<file path="config.mk">
export PLATFORM = sky130hd
export DESIGN_NAME = latch_id_ex_skid
export DESIGN_NICKNAME = d
export VERILOG_FILES = /design/src/rtl/pipe_defs.sv /design/src/rtl/pipe_skid_slot.sv /design/src/rtl/latch_id_ex_skid.sv
export SDC_FILE = /design/constraint.sdc
export NUM_CORES = 1
export LEC_CHECK = 0
export ABC_AREA = 1
export BUFFER_PORTS_ARGS = -buffer_cell sky130_fd_sc_hd__buf_2
export CORE_AREA = 2 2 169 171
export DETAILED_ROUTE_END_ITERATION = 16
export DIE_AREA = 0 0 171 173
export MAX_ROUTING_LAYER = met4
export PLACE_DENSITY = 0.83
export SLEW_MARGIN = 10
export SYNTH_ARGS = -nofsm -noshare
export SYNTH_HDL_FRONTEND = slang
export SYNTH_HIERARCHICAL = 1
export SYNTH_SLANG_ARGS = --single-unit
export TNS_END_PERCENT = 10
</file>
<file path="constraint.sdc">
create_clock -name clk -period 1.7 [get_ports clk]
set_input_delay 0.17 -clock clk [delete_from_list [all_inputs] [get_ports clk]]
set_output_delay 0.17 -clock clk [all_outputs]
set_load 0.05 [all_outputs]
</file>
<file path="src/rtl/pipe_defs.sv">
// pipe_defs: shared ID/EX control-bundle bit positions and skid occupancy encodings.
package pipe_defs;
    localparam int CTRLW = 9;
    localparam int CTRL_REGWRITE = 8;
    localparam int CTRL_MEMTOREG = 7;
    localparam int CTRL_BRANCH   = 6;
    localparam int CTRL_MEMREAD  = 5;
    localparam int CTRL_MEMWRITE = 4;
    localparam int CTRL_REGDST   = 3;
    localparam int CTRL_ALUOP1   = 2;
    localparam int CTRL_ALUOP0   = 1;
    localparam int CTRL_ALUSRC   = 0;
    // Encoded as {skid_valid, main_valid}; 2'b10 is unreachable.
    typedef enum logic [1:0] {
        OCC_EMPTY = 2'b00,
        OCC_ONE   = 2'b01,
        OCC_FULL  = 2'b11
    } occ_e;
endpackage

</file>
<file path="src/rtl/pipe_skid_slot.sv">
// pipe_skid_slot: one valid bit plus a load-enabled payload register.
module pipe_skid_slot #(
    parameter int DW = 8
) (
    input  logic          clk,
    input  logic          rst_n,
    input  logic          vld_d,
    input  logic          ld,
    input  logic [DW-1:0] d,
    output logic          vld,
    output logic [DW-1:0] q
);
    always_ff @(posedge clk or negedge rst_n) begin
        if (!rst_n) begin
            vld <= 1'b0;
            q   <= '0;
        end else begin
            vld <= vld_d;
            if (ld) q <= d;
        end
    end
endmodule

</file>
<file path="src/rtl/latch_id_ex_skid.sv">
// latch_id_ex_skid: ID->EX register as a 2-entry skid buffer with flush and bubble masking.
module latch_id_ex_skid #(
    parameter int B     = 32,
    parameter int W     = 5,
    parameter int PCW   = 32,
    parameter int CTRLW = pipe_defs::CTRLW
) (
    input  logic             clk,
    input  logic             rst_n,
    input  logic             flush,
    input  logic             in_valid,
    output logic             in_ready,
    input  logic [PCW-1:0]   pc_next_in,
    input  logic [B-1:0]     r_data1_in,
    input  logic [B-1:0]     r_data2_in,
    input  logic [B-1:0]     sign_ext_in,
    input  logic [W-1:0]     rt_in,
    input  logic [W-1:0]     rd_in,
    input  logic [CTRLW-1:0] ctrl_in,
    output logic             out_valid,
    input  logic             out_ready,
    output logic [PCW-1:0]   pc_next_out,
    output logic [B-1:0]     r_data1_out,
    output logic [B-1:0]     r_data2_out,
    output logic [B-1:0]     sign_ext_out,
    output logic [W-1:0]     rt_out,
    output logic [W-1:0]     rd_out,
    output logic [CTRLW-1:0] ctrl_out
);
    import pipe_defs::*;

    localparam int PW = PCW + 3*B + 2*W + CTRLW;

    logic          main_v, skid_v, main_vd, skid_vd, main_ld, skid_ld, main_sel_skid;
    logic [PW-1:0] in_pl, main_q, skid_q;
    logic [CTRLW-1:0] main_ctrl;
    logic          accept, pop;
    occ_e          occ;

    assign in_pl    = {pc_next_in, r_data1_in, r_data2_in, sign_ext_in, rt_in, rd_in, ctrl_in};
    assign occ      = occ_e'({skid_v, main_v});
    assign in_ready = ~skid_v;
    assign accept   = in_valid & in_ready & ~flush;
    assign pop      = main_v & out_ready;

    always_comb begin
        main_vd       = main_v;
        skid_vd       = skid_v;
        main_ld       = 1'b0;
        skid_ld       = 1'b0;
        main_sel_skid = 1'b0;
        case (occ)
            OCC_EMPTY: begin
                main_ld = accept;
                main_vd = accept;
            end
            OCC_ONE: begin
                main_ld = accept & pop;
                skid_ld = accept & ~pop;
                skid_vd = accept & ~pop;
                main_vd = accept | ~pop;
            end
            OCC_FULL: begin
                main_ld       = pop;
                main_sel_skid = pop;
                skid_vd       = ~pop;
            end
            default: begin
                main_vd = 1'b0;
                skid_vd = 1'b0;
            end
        endcase
        // Squash wins over everything; the discarded input never touches the payload flops.
        if (flush) begin
            main_vd = 1'b0;
            skid_vd = 1'b0;
            main_ld = 1'b0;
            skid_ld = 1'b0;
        end
    end

    pipe_skid_slot #(.DW(PW)) u_main (
        .clk   (clk),
        .rst_n (rst_n),
        .vld_d (main_vd),
        .ld    (main_ld),
        .d     (main_sel_skid ? skid_q : in_pl),
        .vld   (main_v),
        .q     (main_q)
    );

    pipe_skid_slot #(.DW(PW)) u_skid (
        .clk   (clk),
        .rst_n (rst_n),
        .vld_d (skid_vd),
        .ld    (skid_ld),
        .d     (in_pl),
        .vld   (skid_v),
        .q     (skid_q)
    );

    assign {pc_next_out, r_data1_out, r_data2_out, sign_ext_out, rt_out, rd_out, main_ctrl} = main_q;
    assign out_valid = main_v;
    assign ctrl_out  = main_v ? main_ctrl : '0;
endmodule
</file>
==> metrics <==
outcome=complete, no violations; Max clock buf depth=3; part of the power in combinational logic=25.6%; post-route ant nets=0; Critical Path RT=2.18 ns; H-tree Lvls=1; ratio of cells with drive above 1 in the final layout=18.41%; CTS clk-pin slew, worst paths=0.07 ns; Final HPWL DP=23300 um; top layer in use=met4; root buffer cell=clkbuf_16; Setup crit end kind=flop; NetSw=0.007632 W; yosys warns=6; routed vias=13680; Finished Layout Cells=2585; Clock power frac=30.3%; fmax=591.4 MHz; crit path buf inv count=2; syn_nets=1919; DRT iter0 DRCs=1908; area grow syn2layout=34.23%; Final period util=99.46%; area share of the largest cell type after synthesis=55.48%; synthesized area per cell=7.555 um2; DR vias/cell=5.291; mapped cell area=13350 um2; Inserted Clock Buffers=31; Wirelength per Cell=16.60 um; critical path class=reg -> reg; Slew headroom=63.60%; final WL=42900 um; post-route setup TNS=0 ns; pin count of the biggest net entering global routing=76; Critical path origin=u_main/vld$_DFF_PN0_; cell-internal power=0.01358 W; RSZ-0062 raised after global routing=yes; Seq/Total Area, Yosys=55.48%; WHS Path Cells=4; worst reg2reg startpoint=u_main/vld$_DFF_PN0_; final hold slack=0.07204 ns; Core Util, Final=64.86%; Nets=2333; WP data arrival=2.17 ns; Min-Delay Path Class=in -> reg; Die X=171 um; setup violators final=0; vias in the first global route=13790; Worst Max-Slew Pin Slew=0.5460 ns; Worst R2R Setup Slack=0.009 ns; Register-to-Register Path Depth=8; CP peak stage delay=0.43 ns; Final Hold Vio Count=0; met1 WL=16370 um; DRC errors left=0; Crit path max-delay family=simple AND/OR/NAND/NOR gates; Setup crit start kind=flop; Final Max Slew Viols=0; die area=29580 um2; Initial Utilization=48.32%; worst-path cell chain=buf_4 -> nand2_4 -> nor2_4 -> buf_12 -> nand2_1 -> nand2_1 -> nand2_1 -> nand2_1; Yosys reg bits=296; Placer Congestion=0.8458; first-pass GRT wire length=68210 um; slowest CP cell=dfrtp_2; Max Cap Viol=0; Max Clock Skew=0.01387 ns; Total GRT Usage=29.06%; Synth area leader=dfrtp_1; switch share=35.97%; Power Dens Cells=1184 nW/um2; Clock Latency Late Sink=0.56 ns; Netlist cell types=16; area of the core=27630 um2; # port buffers=300; wire length on met2=20700 um; Lkg Pwr=9.878 nW; min-delay src=out_ready; CTS tree=built; DP Cell Count=2370; Flop pwr share=44.1%; FF-to-FF End=u_main/q[19]$_DFFE_PN0P_; DIE HEIGHT=173 um; Tmin final=1.691 ns; first-pass iteration count of the detailed router=6; Post-Synthesis Cells=1767; num ports=301; DR WL met3=4062 um; Clock Sinks=296; maximum vdd drop=0.8379 mV; Row Count=61; Hold EP=u_main/vld$_DFF_PN0_; GRT overflow=0; initial antenna violation count=2; ranking of synthesized cells by area=dfrtp_1, nand2_1, o21ai_0, buf_2, buf_6; Worst Path Max Fanout=75; Top cell by count, worst path=nand2_1
cell families (layout without fill, tap and decap cells):
family          after synthesis  count (layout)  share of synthesized area, %
compound gates              148             148                         5.548
buf+inv                     128             566                         5.258
flops                       296             296                         55.48
other cells                   0               2                             0
simple gates               1195            1195                         33.71
how the worst max path moves through the flow:
stage / cells past startpoint / slack, ns / end
after floorplan: 8 / 0.007 / u_skid/q[115]$_DFFE_PN0P_
after global placement: 5 / 0.08 / u_main/q[69]$_DFFE_PN0P_
after detailed placement: 6 / 0.08 / u_main/q[83]$_DFFE_PN0P_
after CTS: 4 / 0.01 / ctrl_out[5]
after global routing: 4 / -0.02 / ctrl_out[5]
final: 8 / 0.009 / u_main/q[19]$_DFFE_PN0P_
synth_stat cells, drive strengths merged:
master,number
buf,82
nand3,3
nor3,1
o21ai,147
nand2,1187
inv,15
clkbuf,31
a21oi,1
nor2,4
dfrtp,296
placed cells by master, fill, tap and decap left out, types with 3 or more instances in the layout:
master         count
clkbuf_8           6
nand2_1         1185
buf_6              8
nor2_1             3
inv_1             11
dlygate4sd3_1    151
buf_2            291
clkbuf_1           5
o21ai_1           25
buf_12            23
dfrtp_1          295
clkbuf_16         32
clkinv_2          13
buf_4             17
o21ai_0          122
registers in the layout (all words and copies together) (netlist names):
signal / cells
u_main/vld: 1
u_main/q: 147
u_skid/vld: 1
u_skid/q: 147
cell type report:
| class | instances | area (um2) |
|---|---|---|
| Multi-Input combinational cell | 1343 | 5284 |
| Antenna cell | 2 | 5.005 |
| Inverter | 15 | 70.07 |
| Timing Repair Buffer | 494 | 3721 |
| Sequential cell | 296 | 7408 |
| Tap cell | 378 | 473.0 |
| Clock buffer | 42 | 877.1 |
| Clock inverter | 15 | 81.33 |
| Fill cell | 2109 | 9709 |
power by group through the flow:
stage                     Combinational, W  Sequential (W)  Clock, W
after floorplan                    0.00153          0.0112         0
after global placement             0.00484         0.00932         0
after detailed placement           0.00498         0.00937         0
after CTS                          0.00528         0.00927   0.00650
after global routing               0.00585         0.00949   0.00683
final                              0.00542         0.00936   0.00643
tightest hold or removal path, stage by stage:
cell     delay (ns)
buf_2          0.15
nor2_1         0.10
nand2_1        0.09
nand3_1        0.07
what timing repair did:
| action | in CTS | in global routing |
|---|---|---|
| pin swaps | 0 | 1 |
| hold endpoints to repair | 476 | 0 |
| hold buffers | 151 | 0 |
| endpoints found under the setup margin | 7 | 175 |
| gates cloned | 0 | 1 |
| buffers inserted | 2 | 2 |
| resized for setup | 6 | 17 |
routing by layer:
layer,track usage (%),up-vias
met5,-,-
met4,12.85,0
met3,5.493,186
met2,46.96,841
met1,35.49,6439
li1,-,6210
metrics by stage:
stage	worst slack, ns	total power [W]	cell area (um2)
after global placement	0.08022	0.01417	15280
after CTS	0.01311	0.02106	17780
after global routing	-0.02318	0.02217	17920
after detailed placement	0.07575	0.01435	15280
after floorplan	0.006921	0.01273	13360
final	0.009209	0.02121	17920
Power figures use the tool's default switching activity.
